==> src/rtl/mem_port_arbiter.sv <==
// mem_port_arbiter: shares one single-ported memory between instruction fetch (IF) and load/store (DM).
// Latency: request seen in IDLE -> ack two cycles later plus memory wait cycles; at most one access per 3 cycles.
// Backpressure: requesters hold req until their one-cycle ack; stall_if/stall_mem hold the pipeline meanwhile.
// Build option: define MEM_ARB_FAIR_EN for round-robin arbitration; default is fixed priority (DM beats IF).
module mem_port_arbiter #(
  parameter int ADDR_W      = 32,
  parameter int DATA_W      = 32,
  parameter int TIMEOUT_CYC = 255
) (
  input  logic                clk,
  input  logic                rst,
  // instruction fetch port
  input  logic                if_req,
  input  logic [ADDR_W-1:0]   if_addr,
  output logic [DATA_W-1:0]   if_rdata,
  output logic                if_ack,
  // data (load/store) port
  input  logic                dm_req,
  input  logic                dm_we,
  input  logic [ADDR_W-1:0]   dm_addr,
  input  logic [DATA_W-1:0]   dm_wdata,
  input  logic [DATA_W/8-1:0] dm_wmask,
  output logic [DATA_W-1:0]   dm_rdata,
  output logic                dm_ack,
  // memory port
  output logic                mem_req,
  output logic                mem_we,
  output logic [ADDR_W-1:0]   mem_addr,
  output logic [DATA_W-1:0]   mem_wdata,
  output logic [DATA_W/8-1:0] mem_wmask,
  input  logic [DATA_W-1:0]   mem_rdata,
  input  logic                mem_ready,
  // pipeline control / status
  output logic                stall_if,
  output logic                stall_mem,
  output logic                err
);

  localparam int MASK_W = DATA_W / 8;
  localparam bit WD_EN  = (TIMEOUT_CYC != 0);
  // Counter holds values 0..TIMEOUT_CYC; keep at least one bit when the watchdog is off.
  localparam int CNT_W  = (TIMEOUT_CYC > 0) ? $clog2(TIMEOUT_CYC + 1) : 1;
  // Count value seen on the last allowed wait cycle: that cycle's miss is the TIMEOUT_CYC-th.
  localparam logic [CNT_W-1:0] CNT_LAST = (TIMEOUT_CYC > 0) ? CNT_W'(TIMEOUT_CYC - 1) : '0;
  localparam logic [CNT_W-1:0] CNT_SAT  = '1;

  typedef enum logic [2:0] {
    S_IDLE    = 3'd0,
    S_BUSY_IF = 3'd1,
    S_BUSY_DM = 3'd2,
    S_RESP_IF = 3'd3,
    S_RESP_DM = 3'd4
  } state_t;

  state_t              state_q;
  logic [ADDR_W-1:0]   addr_q;
  logic                we_q;
  logic [DATA_W-1:0]   wdata_q;
  logic [MASK_W-1:0]   wmask_q;
  logic                mem_req_q;
  logic                if_ack_q;
  logic                dm_ack_q;
  logic [DATA_W-1:0]   if_rdata_q;
  logic [DATA_W-1:0]   dm_rdata_q;
  logic                err_q;
  logic [CNT_W-1:0]    wd_cnt_q;
  logic [CNT_W-1:0]    wd_cnt_d;
  logic                wd_expire;
  logic                grant_dm;
`ifdef MEM_ARB_FAIR_EN
  // 1 = the data port won the most recent grant, 0 = fetch did
  logic                last_grant_q;
`endif

  // Arbitration: decide which requester wins if a grant is issued this cycle.
  always_comb begin
    grant_dm = dm_req;
`ifdef MEM_ARB_FAIR_EN
    if (dm_req && if_req) begin
      grant_dm = ~last_grant_q;
    end
`endif
  end

  // Watchdog: saturating next count and the abort condition for the current wait cycle.
  always_comb begin
    wd_cnt_d  = (wd_cnt_q == CNT_SAT) ? wd_cnt_q : wd_cnt_q + CNT_W'(1);
    wd_expire = WD_EN && !mem_ready && (wd_cnt_q == CNT_LAST);
  end

  // Access sequencer: grant, memory handshake, one-cycle response, all outputs registered.
  always_ff @(posedge clk or posedge rst) begin
    if (rst) begin
      state_q    <= S_IDLE;
      addr_q     <= '0;
      we_q       <= 1'b0;
      wdata_q    <= '0;
      wmask_q    <= '0;
      mem_req_q  <= 1'b0;
      if_ack_q   <= 1'b0;
      dm_ack_q   <= 1'b0;
      if_rdata_q <= '0;
      dm_rdata_q <= '0;
      err_q      <= 1'b0;
      wd_cnt_q   <= '0;
`ifdef MEM_ARB_FAIR_EN
      last_grant_q <= 1'b0;
`endif
    end else begin
      case (state_q)
        S_IDLE: begin
          if (if_req || dm_req) begin
            mem_req_q <= 1'b1;
            wd_cnt_q  <= '0;
            if (grant_dm) begin
              state_q <= S_BUSY_DM;
              addr_q  <= dm_addr;
              we_q    <= dm_we;
              wdata_q <= dm_wdata;
              // loads never enable byte lanes
              wmask_q <= dm_we ? dm_wmask : '0;
`ifdef MEM_ARB_FAIR_EN
              last_grant_q <= 1'b1;
`endif
            end else begin
              state_q <= S_BUSY_IF;
              addr_q  <= if_addr;
              we_q    <= 1'b0;
              wdata_q <= '0;
              wmask_q <= '0;
`ifdef MEM_ARB_FAIR_EN
              last_grant_q <= 1'b0;
`endif
            end
          end
        end

        S_BUSY_IF, S_BUSY_DM: begin
          // The requester's req is not consulted here: an access once granted always completes.
          if (mem_ready || wd_expire) begin
            mem_req_q <= 1'b0;
            wd_cnt_q  <= '0;
            if (state_q == S_BUSY_IF) begin
              state_q    <= S_RESP_IF;
              if_ack_q   <= 1'b1;
              if_rdata_q <= mem_ready ? mem_rdata : '0;
            end else begin
              state_q    <= S_RESP_DM;
              dm_ack_q   <= 1'b1;
              // stores and aborted accesses return zero data
              dm_rdata_q <= (mem_ready && !we_q) ? mem_rdata : '0;
            end
            if (wd_expire) begin
              err_q <= 1'b1;
            end
          end else if (WD_EN) begin
            wd_cnt_q <= wd_cnt_d;
          end
        end

        S_RESP_IF, S_RESP_DM: begin
          // No grant here: the acked requester only drops req next cycle.
          state_q    <= S_IDLE;
          if_ack_q   <= 1'b0;
          dm_ack_q   <= 1'b0;
          if_rdata_q <= '0;
          dm_rdata_q <= '0;
        end

        default: begin
          state_q   <= S_IDLE;
          mem_req_q <= 1'b0;
          if_ack_q  <= 1'b0;
          dm_ack_q  <= 1'b0;
        end
      endcase
    end
  end

  // mem_req_q is high exactly while an access is in BUSY, so it gates the latched fields.
  assign mem_req   = mem_req_q;
  assign mem_we    = mem_req_q & we_q;
  assign mem_addr  = mem_req_q ? addr_q  : '0;
  assign mem_wdata = mem_req_q ? wdata_q : '0;
  assign mem_wmask = mem_req_q ? wmask_q : '0;

  assign if_ack    = if_ack_q;
  assign dm_ack    = dm_ack_q;
  assign if_rdata  = if_rdata_q;
  assign dm_rdata  = dm_rdata_q;
  assign err       = err_q;

  assign stall_if  = if_req & ~if_ack_q;
  assign stall_mem = dm_req & ~dm_ack_q;

endmodule

==> config.mk <==
export PLATFORM = sky130hd
export DESIGN_NAME = mem_port_arbiter
export DESIGN_NICKNAME = d
export VERILOG_FILES = /design/src/rtl/mem_port_arbiter.sv
export SDC_FILE = /design/constraint.sdc
export NUM_CORES = 1
export LEC_CHECK = 0
export BUFFER_PORTS_ARGS = -buffer_cell sky130_fd_sc_hd__buf_2
export CORE_MARGIN = 10
export CORE_UTILIZATION = 50
export DETAILED_ROUTE_END_ITERATION = 10
export HOLD_SLACK_MARGIN = 0.15
export PLACE_DENSITY = 0.87
export SYNTH_ARGS = -nofsm -noshare
export SYNTH_HDL_FRONTEND = slang
export SYNTH_SLANG_ARGS = --single-unit
export TNS_END_PERCENT = 5
==> constraint.sdc <==
create_clock -name clk -period 13.25 [get_ports clk]
set_input_delay 0.6625 -clock clk [delete_from_list [all_inputs] [get_ports clk]]
set_output_delay 0.6625 -clock clk [all_outputs]
set_load 0.1 [all_outputs]
# After elaboration in Yosys (flattened, before gate mapping)
# Index checks and enable logic that the tools add are counted.
totals:
  regBits: 148
  input_bits: 138
  out_inout_bits: 139
  word_cells: 85
op_classes:
  add_sub_neg: 1
  n_eq_ne: 11
  mux: 34
  bitwise_logic: 7
  n_reduce_logical: 20
ops:
  columns: ["operator", "count"]
  rows:
  - ["two-way mux 32 bit", 10]
  - ["case mux 32 bit (2 select lines)", 2]
  - ["two-way mux 8 bit", 3]
  - ["AND reduction 3 bit", 7]
  - ["equality test 8 bit, second input constant", 2]
  - ["case mux 8 bit (2 select lines)", 1]
  - ["two-way mux 4 bit", 3]
  - ["two-way mux 3 bit", 3]
  - ["adder 8 x 1 -> 8 bit, second input constant", 1]
  - ["inequality test 2 bit, second input constant", 4]
  - ["two-way mux 1 bit", 7]
  - ["equality test 3 x 2 -> 1 bit, second input constant", 2]
  - ["case mux 3 bit (2 select lines)", 1]
  - ["inverter 1 bit", 4]
  - ["case mux 1 bit (2 select lines)", 2]
  - ["AND reduction 2 bit", 2]
  - ["nonzero test 2 bit", 2]
  - ["OR reduction 2 bit", 2]
  - ["bitwise AND 1 bit", 3]
  - ["equality test 3 x 1 -> 1 bit, second input constant", 1]
  - ["equality test 3 bit, second input constant", 1]
  - ["logical NOT 3 bit", 1]
  - ["inequality test 3 bit, second input constant", 1]
  - ["case mux 1 bit (3 select lines)", 1]
  - ["other kinds (4)", 7]

# Longest topological paths before layout
logic_depth:
  ltp_word: 6
  mapped_depth: 8
  depth_no_buf: 6

# Worst setup path before layout
# OpenSTA, ideal clock, no wires.
synth_timing:
  path_type: "input -> output"
  start: "in dm_req"
  end: "out stall_mem"
  arrival_ns: 2.470
  t_required_ns: 12.587
  setup_slack_ns: 10.117
  cell_stages: 4
  n_path_buf: 2
  path_cell_list: "buf_2 > buf_2 > inv_1 > nor2_1"
synth_between:
  elab_chain_cells: 1
synth_rtl:
  columns: ["item", "line", "rtl"]
  rows:
  - ["start, declared", "18", "input logic dm_req,"]
  - ["bitwise AND 1 bit", "194", "assign stall_mem = dm_req & ~dm_ack_q;"]
  - ["end, declared", "35", "output logic stall_mem,"]
# Every way passes these cells.

# Final worst setup path
layout_timing:
  start: "reg state_q[2]"
  end: "reg dm_rdata_q[26], in the netlist dm_rdata[26]"
layout_between:
  elab_chain_cells: 4
  elab_cells_between_ends: 11
  classes_between: "6 x eq/ne; 1 x mux; 4 x reduce/logical"
layout_rtl:
  columns: ["item", "line", "rtl"]
  rows:
  - ["start, declared", "55", "state_t state_q;"]
  - ["start signal, assigned", "94", "state_q <= S_IDLE;"]
  - ["start signal, assigned", "116", "state_q <= S_BUSY_DM;"]
  - ["start signal, assigned", "126", "state_q <= S_BUSY_IF;"]
  - ["equality test 3 x 1 -> 1 bit (tied with other cells)", "110, 143", null]
  - ["OR reduction 2 bit", "110", "case (state_q)"]
  - ["inequality test 2 bit (no source line) or nonzero test 2 bit (tied branches)", null, null]
  - ["AND reduction 3 bit (no source line)", null, null]
  - ["end signal, assigned", "151", "dm_rdata_q <= (mem_ready && !we_q) ? mem_rdata : '0;"]
  - ["end, declared", "64", "logic [DATA_W-1:0] dm_rdata_q;"]
# Parallel ways exist; a longest one is shown, timed or not.
# A chain may end at the register's enable or synchronous reset.

==> reports/summary.md <==
The flow ran to the end, and the final reports show no timing, DRC or antenna violations. At the pin with the least slew margin, the transition time is 1.19 ns. STA classifies the critical path startpoint as a register.

Post-CTS timing repair inserted 0 buffers for setup. The logs give 358 for the number of design-rule violations left by the first detailed-router iteration and 0.835 for the final RePlAce weighted congestion. Number of enable-type register cells in the synthesized netlist: 0. Once detailed placement completed, the half-perimeter wirelength came to 15,200 µm. The average instance in the mapped netlist occupies 10.4 µm². The aggregate global-route resource usage is 0.209. Maximum number of pins on one net before global-route repair: 88. The worst setup path is captured at a register. For the global-route wire length before repair, the log shows 32,700 µm. The width of the die is 138 µm, and the adder-cell share of the synthesized area is 0.00357. After synthesis, the netlist uses 44 different library cells. Synthesis handed over a netlist of 676 instances. The insertion delay to the later sink of the worst-skew pair was 0.41 ns; the data arrival time at the worst-slack endpoint was 3.23 ns. The area growth from synthesis to layout is 28.2%.

The area share of the largest cell type after synthesis was 0.528. The number of global-route vias before repair was 6,090; the portion of netlist area occupied by mux cells was 0.140. The clock tree synthesis step divided the H-tree into 4 levels.

Path class of the lowest-slack min-delay path: input pin to async pin. Number of nets still failing antenna checks after routing: 0. The complex-gate fraction of the synthesized area is 0.106. The final period utilization is 0.219, and the DRC violation count after routing is 0. In the post-synthesis netlist, the cell with the most instances is sky130_fd_sc_hd__nand2_1. The tools report the final number of setup-violating endpoints as 0. The aggregate routed wire length was 20,500 µm. The maximum fanout along the worst path was 66; the buffer levels on the longest clock path was 2. The tools report the maximum achievable frequency as 344 MHz.

The floorplan step defined a core boundary enclosing 13,800 µm². The layout filler cell count came out at 1,079. Number of buffers added to fix hold violations after cts: 0. The fraction of layout instances using a drive strength above 1 was 0.347. The count of buffers inserted at the top-level ports is 276.

Between clock sinks in the finished design, the worst skew comes to 0.00647 ns. The run gives 0 as the final global-route overflow total. The logs give 0.209 for the remaining max-slew budget at the tightest pin and 816 for the net count of the mapped netlist.

The via count of the routed design was 5,927. The flip-flop cell with the highest count after synthesis is sky130_fd_sc_hd__dfrtp_1. The die is 138 µm tall.

After clock tree synthesis, the clock-pin slew on the worst setup and hold paths is 0.06 ns. By count the netlist is led by sky130_fd_sc_hd__nand2_1 (165), sky130_fd_sc_hd__dfrtp_1 (148), sky130_fd_sc_hd__mux2i_1 (97). The critical path required time was 13.58 ns. The total count of max-transition violations in the final report was 0; the mean number of vias per cell was 5.30. The run gives 0 ns as the total negative slack.

The run gives 1,064 as the final layout net count. TritonCTS built the clock tree. For this run, the number of Yosys warnings is 0. Sorting the synthesized cells by area gives the leading types as sky130_fd_sc_hd__dfrtp_1 (53%), sky130_fd_sc_hd__mux2i_1 (14%), sky130_fd_sc_hd__nand2_1 (8.8%), sky130_fd_sc_hd__and2_1 (6.2%), sky130_fd_sc_hd__a22o_1 (4.2%). The register bit total from synthesis works out to 148.

The first-pass detailed-route iteration total was 5; the number of I/O pins was 277. The cell area that synthesis handed to floorplanning was 7020 µm². The logs give 0 for the number of hold violations in the final report and 2 for the initial antenna violation count. For the starting utilization of the core area, the log shows 0.508. The run gives 0.528 as the sequential-to-total area share from yosys stat. Clock tree synthesis selected as its root buffer the cell sky130_fd_sc_hd__clkbuf_16. TritonCTS created 17 clock buffers. The XOR/XNOR share of the synthesized area works out to 0.00357. The type of the worst setup path is register to register. The tools report the count of instances resized after the clock tree is built as 0. By area, the combinational part of the netlist is dominated by simple AND/OR/NAND/NOR gates. The proportion of register bits with asynchronous set or reset after synthesis works out to 1.00. The number of placement rows is 43.

The tree built by TritonCTS fans out to 148 sinks. Simple-gate share of the synthesized area: 0.173. The routed length per placed instance is 18.4 µm, and the post-layout minimum cycle time is 2.91 ns. The largest total area in the synthesized netlist belongs to sky130_fd_sc_hd__dfrtp_1. Setup repair after global routing left no endpoint under its margin. Floorplan die area: 19,200 µm². The tool flagged a number of max-cap violations equal to 0.
[final timing paths]
| path | startpoint | end | slack [ns] | cells after the start |
|---|---|---|---|---|
| worst max-delay path | state_q[2]$_DFFE_PP0P_ | dm_rdata[26]$_DFFE_PP0P_ | 10.34 | 5 |
| worst min-delay path | rst | if_rdata[6]$_DFFE_PP0P_ | 0.38 | 2 |
| worst max register to register | state_q[2]$_DFFE_PP0P_ | dm_rdata[26]$_DFFE_PP0P_ | 10.34 | 5 |
| worst min register to register | addr_q[17]$_DFFE_PP0P_ | addr_q[17]$_DFFE_PP0P_ | 0.47 | 2 |
| max in group asynchronous | rst | wdata_q[25]$_DFFE_PP0P_ | 11.56 | 3 |
| min in group clk | dm_wdata[8] | wdata_q[8]$_DFFE_PP0P_ | 0.46 | 2 |
[layout by cell type, fill, tap and decap left out, types with 4 or more instances in the layout]
cell type                      n
sky130_fd_sc_hd__o21ai_0      29
sky130_fd_sc_hd__a32o_1        4
sky130_fd_sc_hd__buf_2       276
sky130_fd_sc_hd__clkbuf_16    17
sky130_fd_sc_hd__inv_1         9
sky130_fd_sc_hd__dfrtp_1     147
sky130_fd_sc_hd__nand3_1       4
sky130_fd_sc_hd__and2_1       70
sky130_fd_sc_hd__mux2i_1      97
sky130_fd_sc_hd__nor2_1        6
sky130_fd_sc_hd__clkinvlp_4    5
sky130_fd_sc_hd__nand2_1     165
sky130_fd_sc_hd__o21ai_1       7
sky130_fd_sc_hd__buf_4         5
sky130_fd_sc_hd__a221oi_1      4
sky130_fd_sc_hd__a22o_1       34
[registers in the layout (all words and copies together) (netlist names), 3 cells and up]
name	count
addr_q	32
dm_rdata	32
if_rdata	32
state_q	3
wd_cnt_q	8
wdata_q	32
wmask_q	4
[layer usage]
metal | share of wire | GRT usage | vias to the layer above
li1 | - | - | 2795
met1 | 0.39 | 0.248 | 2841
met2 | 0.49 | 0.336 | 262
met3 | 0.10 | 0.0856 | 27
met4 | 0.018 | 0.0771 | 2
met5 | 0.00063 | 0 | -
[critical path, stage by stage, from the launching register on]
cell,delay (ns)
sky130_fd_sc_hd__dfrtp_1,0.57
sky130_fd_sc_hd__or3b_2,0.29
sky130_fd_sc_hd__buf_4,0.52
sky130_fd_sc_hd__o2111a_1,1.07
sky130_fd_sc_hd__nand2_1,0.16
sky130_fd_sc_hd__mux2i_1,0.19
[layout make-up]
type,count,area (µm²),area share
timing repair buffer,281,1420,0.158
sequential,148,3700,0.412
antenna,1,2.50,0.000278
clock inverter,11,125,0.0139
clock buffer,21,470,0.0523
multi-input combinational,466,3010,0.334
inverter,10,42.5,0.00473
tap,180,225,0.0250
[metrics by stage]
| stage | cells | util | cell area (µm²) | setup WS (ns) | hold WS [ns] |
|---|---|---|---|---|---|
| 5_1_grt | 1117 | 0.651 | 9000 | 10.06 | 0.436 |
| 3_3_place_gp | 1085 | 0.608 | 8400 | 10.46 | 0.452 |
| 2_1_floorplan | 676 | - | 7020 | 8.61 | 0.442 |
| 4_1_cts | 1117 | 0.651 | 9000 | 10.27 | 0.425 |
| 3_5_place_dp | 1085 | 0.608 | 8400 | 10.32 | 0.463 |
| 6_report | 1118 | 0.651 | 9000 | 10.34 | 0.377 |
[logic make-up (layout without fill, tap and decap cells)]
logic type,count (synthesis),in the layout
other,0,1
xor gates and xnor gates,2,2
muxes,98,98
AOI/OAI and AO/OA,102,102
DFF,148,148
adders and majority gates,2,2
buffers and inverters,62,323
and+or+nand+nor,262,262
Power is not shown: default switching activity piles up to over one toggle a cycle in this logic, so the estimate is an artifact.
